===== config.mk =====
export PLATFORM = sky130hd
export DESIGN_NAME = mac_accumulator
export DESIGN_NICKNAME = d
export VERILOG_FILES = /design/src/rtl/mac_accumulator_pkg.sv /design/src/rtl/mac_accumulator_mult.sv /design/src/rtl/mac_accumulator.sv
export SDC_FILE = /design/constraint.sdc
export NUM_CORES = 1
export LEC_CHECK = 0
export BUFFER_PORTS_ARGS = -buffer_cell sky130_fd_sc_hd__clkbuf_2
export CAP_MARGIN = 20
export CORE_ASPECT_RATIO = 1.25
export CORE_UTILIZATION = 61
export DETAILED_ROUTE_END_ITERATION = 12
export PLACE_DENSITY = 0.83
export SLEW_MARGIN = 30
export SYNTH_ARGS = -nofsm -noshare
export SYNTH_HDL_FRONTEND = slang
export SYNTH_SLANG_ARGS = --single-unit
export TNS_END_PERCENT = 50

===== constraint.sdc =====
create_clock -name clk -period 9.27 [get_ports clk]
set_clock_uncertainty 0.15 [all_clocks]
set_input_delay 0.927 -clock clk [delete_from_list [all_inputs] [get_ports clk]]
set_output_delay 0.927 -clock clk [all_outputs]
set_load 0.005 [all_outputs]

===== src/rtl/mac_accumulator_pkg.sv =====
// Shared state encoding and default widths for the multiply-accumulate block.
package mac_accumulator_pkg;
  localparam int DEF_W     = 16;
  localparam int DEF_CNT_W = 8;

  typedef enum logic [1:0] {
    S_IDLE  = 2'd0,
    S_ACCUM = 2'd1,
    S_DONE  = 2'd2
  } mac_state_t;
endpackage


===== src/rtl/mac_accumulator_mult.sv =====
// Combinational unsigned multiplier; keeps only the low W bits of the product.
module mac_accumulator_mult #(
  parameter int W = 16
) (
  input  logic [W-1:0] i_a,
  input  logic [W-1:0] i_b,
  output logic [W-1:0] o_p
);
  // W-bit self-determined multiply drops the upper half of the full product
  assign o_p = i_a * i_b;
endmodule


===== src/rtl/mac_accumulator.sv =====
// Streaming multiply-accumulate: sums a*b over a packet of beats ended by in_last,
// then holds the sum, term count and sticky carry flag until the consumer takes it.
module mac_accumulator
  import mac_accumulator_pkg::*;
#(
  parameter int W     = DEF_W,
  parameter int CNT_W = DEF_CNT_W
) (
  input  logic             clk,
  input  logic             rst,
  input  logic             in_valid,
  output logic             in_ready,
  input  logic [W-1:0]     in_a,
  input  logic [W-1:0]     in_b,
  input  logic             in_last,
  output logic             out_valid,
  input  logic             out_ready,
  output logic [W-1:0]     out_sum,
  output logic [CNT_W-1:0] out_count,
  output logic             out_overflow
);
  mac_state_t       r_state;
  mac_state_t       w_state_nxt;
  logic [W-1:0]     r_acc;
  logic [CNT_W-1:0] r_cnt;
  logic             r_ovf;
  logic [W-1:0]     w_prod;
  logic [W:0]       w_sum;
  logic             w_accept;
  logic             w_drain;

  mac_accumulator_mult #(.W(W)) u_mult (
    .i_a (in_a),
    .i_b (in_b),
    .o_p (w_prod)
  );

  assign w_sum    = {1'b0, r_acc} + {1'b0, w_prod};
  assign in_ready = (r_state != S_DONE);
  assign w_accept = in_valid && in_ready;
  assign w_drain  = (r_state == S_DONE) && out_ready;

  always_comb begin
    w_state_nxt = r_state;
    case (r_state)
      S_IDLE, S_ACCUM: if (w_accept) w_state_nxt = in_last ? S_DONE : S_ACCUM;
      S_DONE:          if (out_ready) w_state_nxt = S_IDLE;
      default:         w_state_nxt = S_IDLE;
    endcase
  end

  always_ff @(posedge clk) begin
    if (rst) begin
      r_state <= S_IDLE;
      r_acc   <= '0;
      r_cnt   <= '0;
      r_ovf   <= 1'b0;
    end else begin
      r_state <= w_state_nxt;
      if (w_drain) begin
        r_acc <= '0;
        r_cnt <= '0;
        r_ovf <= 1'b0;
      end else if (w_accept) begin
        r_acc <= w_sum[W-1:0];
        if (r_cnt != {CNT_W{1'b1}}) r_cnt <= r_cnt + 1'b1;
        if (w_sum[W]) r_ovf <= 1'b1;
      end
    end
  end

  assign out_valid    = (r_state == S_DONE);
  assign out_sum      = r_acc;
  assign out_count    = r_cnt;
  assign out_overflow = r_ovf;
endmodule


* Word level (Yosys, flattened, before mapping)
Cells that the tools add are included.
** Word-level totals
- Memories kept :: 0
- Register bits after elaboration :: 27
- Bits in writable memories :: 0
- Latch bits :: 0
- Logic and storage cells :: 25
- ROM bits :: 0
** Operators by class
- Multiply operators :: 1
- Reduce and logical (&&, ||, !) cells :: 8
- Multiplexer cells :: 4
- $add $sub $neg :: 2
- Eq/ne operators :: 6
- Bitwise logic cells :: 0
- $lt $le $gt $ge :: 0
- Shifts and indexed selects :: 0
- Div/mod/pow operators :: 0
** Operator list (count)
- adder 16 x 16 -> 17 bit :: 1
- multiplier 16 x 16 -> 16 bit :: 1
- adder 8 x 1 -> 8 bit, second input constant :: 1
- inequality test 8 bit, second input constant :: 1
- two-way mux 2 bit :: 3
- AND reduction 2 bit :: 3
- inequality test 2 bit, second input constant :: 2
- one-hot mux 2 bit (2 select lines) :: 1
- OR reduction 2 bit :: 2
- equality test 2 x 1 -> 1 bit, second input constant :: 1
- equality test 2 bit, second input constant :: 1
- logical AND 1 bit :: 2
- zero test 2 bit :: 1
- inequality test 2 x 1 -> 1 bit, second input constant :: 1

* Longest topological paths before layout
- Depth in word-level cells :: 4
- Mapped depth :: 29

* Cells and area by module
A second synthesis with hierarchy kept.
** Unflattened totals
- Cells, all modules :: 682
- Area, all modules :: 5723.0 µm²
** Modules (own cells, without submodules)
- mac_accumulator_mult :: cells each 469, instances 1, area an instance 3970.1 µm², seq. area each 0.0 µm²
- mac_accumulator :: cells each 213, instances 1, area an instance 1752.9 µm², seq. area each 540.5 µm²

* Least setup slack after synthesis
OpenSTA, ideal clock, no wires.
- Path type :: input to register
- From :: input in_a[2]
- To :: register r_acc[15] (netlist: out_sum[15])
- Arrival :: 6.464 ns
- Stages :: 25
- Setup slack :: 2.535 ns
- Data required time :: 8.999 ns
- Path through :: clkbuf_1 -> and2_1 -> fa_1 -> inv_1 -> fa_1 -> inv_1 -> ha_1 -> fa_1 -> fa_1 -> inv_1 -> fa_1 -> inv_1 -> ha_1 -> nand3_1 -> o32ai_1 -> nor2_1 -> xnor2_1 -> ha_1 -> a21o_1 -> a21oi_1 -> nor3b_1 -> nor2_1 -> a211oi_2 -> xor2_1 -> o21ai_1
** Between the ends
- Cells in the longest elaborated chain, start to end :: 2
** Ends and longest elaborated chain
- start, declared :: RTL line mac_accumulator.sv:13 : input logic [W-1:0] in_a,
- multiplier 16 x 16 -> 16 bit :: RTL line mac_accumulator_mult.sv:10 : assign o_p = i_a * i_b;
- adder 16 x 16 -> 17 bit :: RTL line mac_accumulator.sv:38 : assign w_sum = {1'b0, r_acc} + {1'b0, w_prod};
- end signal, assigned :: RTL line mac_accumulator.sv:65 : r_acc <= w_sum[W-1:0];
- end, declared :: RTL line mac_accumulator.sv:24 : logic [W-1:0] r_acc;
No other way between the ends.
A chain may end at the register's enable or synchronous reset.

* Worst setup path in the final report
- From :: input in_a[1]
- To :: register r_acc[15] (netlist: out_sum[15])
The elaborated chain is that of the path after synthesis.

==> flow_summary_export.csv <==
group,metric,value,unit
synthesis,netlist-cell-type-count,41,
critical_path,crit_path_end_kind,"flip-flop",
hold_path,hold_depth,1,
synthesis,syn_inst,673,
grt,grt_pass1_vias,4845,
grt,grt_pass1_wl,21.5,mm
critical_path,arrival,7.06,ns
clock_tree,cts.path.max_buffers,2,
clock_tree,clock_sinks,27,
critical_path,worst-setup-path-type,"in -> reg",
placed_design,place.gp.congestion,0.865,
placed_design,dp.cells,838,
timing,max_clock_freq,142,MHz
layout,mostFrequentLayoutCells,"127 x inv_1, 98 x nand2_1, 81 x fa_1, 67 x ha_1, 66 x and2_1",
floorplan,die_area,9600,sq um
floorplan,ios,64,
flow_run,max_cap_violations,0,
route,drc_errors,0,
layout,final_common_cell,"inv_1",
layout,syn_to_final_growth,7.95,%
grt,grt-ovfl-total,0,
route,wire_per_inst,15.2,um
clock_tree,cts_buffers,3,
layout,drive_gt1_frac,0.0997,
synthesis,async_reset_ff_frac,0,
clock_tree,cts_resized,0,
clock_tree,htreeDepth,1,
status,outcome,"complete, no violations",
layout,n_antenna_cell,0,
placed_design,dpl_cell_area,6020,sq um
timing,slew_headroom,0.473,
route,antenna_left,0,
placed_design,dpl.hpwl,10.7,mm
clock_tree,clk_pin_slew_worst_paths,0.09,ns
timing,maxSlewViolCount,0,
grt,antenna_found_initial,0,
layout,instances_no_fill,842,
critical_path,rr_worst_depth,8,
floorplan,initial_utilization,0.639,
critical_path,r2r_start,"out_sum[4]",
synthesis,synth_nets,858,
clock_tree,hold_buffers,0,
critical_path,ff2ff_setup_slack,6.71,ns
floorplan,die_x,87.8,um
timing,worst_slew_pin_slew,0.790,ns
placed_design,portBuffers,63,
route,vias_per_cell,5.46,
clock_tree,cts_setup_buffers,0,
synthesis,syn-cell-area,5620,sq um
synthesis,ys.flop_type,"dfxtp_1",
timing,setup_viol,0,
critical_path,r2r_end,"out_sum[13]",
clock_tree,clockRootBuffer,"clkbuf_8",
hold_path,hp-class,"reg -> reg",
route,num_vias,4598,
clock_tree,clk_latency,0.28,ns
route,routed_wl,12.8,mm
synthesis,ys_seq_area_frac,0.0962,
route,drt_iter0_drc,212,
layout,fin_nets,908,
layout,finish.instance_area,6060,sq um
timing,fin_crit_sh,0.759,
synthesis,avgSynthCellArea,8.35,sq um
critical_path,critPathMaxFanout,15,
critical_path,worstSetupStartpointType,"input port",
layout,post-route-util,0.689,
floorplan,die_y,109,um
grt,grt_max_degree,21,
grt,grt.total_usage,0.287,
synthesis,synth_warnings,0,
timing,period_needed,7.03,ns
floorplan,rows,38,
critical_path,critPathLaunch,"in_a[1]",
route,first_pass_iters,5,
synthesis,synth_edf_count,0,
timing,finalSetupTns,0,ns
timing,hold_viol,0,
timing,rsz0062_at_grt,"no",
hold_path,hold_end,"r_state[0]",
floorplan,coreArea,8800,sq um
synthesis,ys_ff_latch,27,
hold_path,worstHoldStart,"r_state[1]",
critical_path,cp.required,9.29,ns
clock_tree,cts_tree,"done",
==> worst max-delay path, stage by stage <==
cell and delay, ns:
clkbuf_2 0.21, and2_1 0.24, fa_1 0.50, fa_1 0.52, ha_1 0.24, fa_1 0.53
inv_1 0.05, fa_1 0.49, fa_1 0.55, inv_1 0.05, ha_1 0.34, a21oi_1 0.26
o32ai_1 0.16, o41ai_1 0.48, xnor2_1 0.18, ha_1 0.37, nor2_1 0.13, nor2_1 0.05
o21ai_0 0.20, nor2_1 0.09, a211oi_2 0.24, xor2_1 0.17, o21ai_1 0.07
==> synthesized netlist by cell type (all sizes together), types with 2 or more instances <==
library cell,number,area [sq um]
nor3,3,20.0
inv,127,477
and2,67,419
nand2,98,368
dfxtp,27,541
ha,67,838
clkbuf,19,71.3
a211oi,3,27.5
nand4,3,18.8
fa,81,1620
a21o,8,60.1
nor3b,2,15.0
o21bai,4,30.0
xnor2,42,368
a21oi,24,120
nor2,23,86.3
nand2b,5,31.3
and4,2,17.5
o21ai,15,75.1
a2111oi,2,17.5
a31oi,8,56.3
o21a,2,15.0
o211ai,2,15.0
xor2,16,140
nand3,7,35.0
nor2b,2,12.5
and3,5,31.3
==> logic make-up after synthesis <==
group,share of synthesized area
adders and majority gates,0.438
xor gates and xnor gates,0.0904
and+or+nand+nor,0.191
DFF,0.0962
buffers and inverters,0.0976
muxes,0.00178
AOI/OAI and AO/OA,0.0847
==> state kept, by name, summed over array words and instances, names as in the netlist <==
name / count
out_sum: 16
r_state: 2
out_count: 8
out_overflow: 1
==> how the worst max path moves through the flow <==
stage	end	slack [ns]	depth (start not counted)
after CTS	out_sum[15]	2.29	23
final	out_sum[15]	2.24	23
after global routing	out_sum[15]	1.90	23
after global placement	out_sum[15]	2.04	23
after detailed placement	out_sum[15]	2.04	25
after floorplan	out_sum[15]	2.54	25
==> cell type report <==
cell class / instances / area, sq um
Inverter: 127 / 477
Timing Repair Buffer: 64 / 323
Tap cell: 120 / 150
Clock buffer: 4 / 45.0
Sequential cell: 27 / 541
Multi-Input combinational cell: 500 / 4530
Fill cell: 729 / 2730
==> routing by layer <==
metal | GRT usage | vias up | wire length [um] | part of all wire
li1 | - | 2185 | - | -
met1 | 0.346 | 2245 | 5110 | 0.40
met2 | 0.522 | 130 | 6770 | 0.53
met3 | 0.0212 | 38 | 459 | 0.036
met4 | 0.116 | 0 | 439 | 0.034
met5 | 0 | - | 0 | 0
==> metrics by stage <==
stage	hold slack [ns]	setup WS, ns
finish	0.322	2.24
global route	0.360	1.90
CTS	0.330	2.29
detailed placement	0.316	2.04
global placement	0.287	2.04
floorplan	0.274	2.54
Power is not shown: default switching activity piles up to over one toggle a cycle in this logic, so the estimate is an artifact.
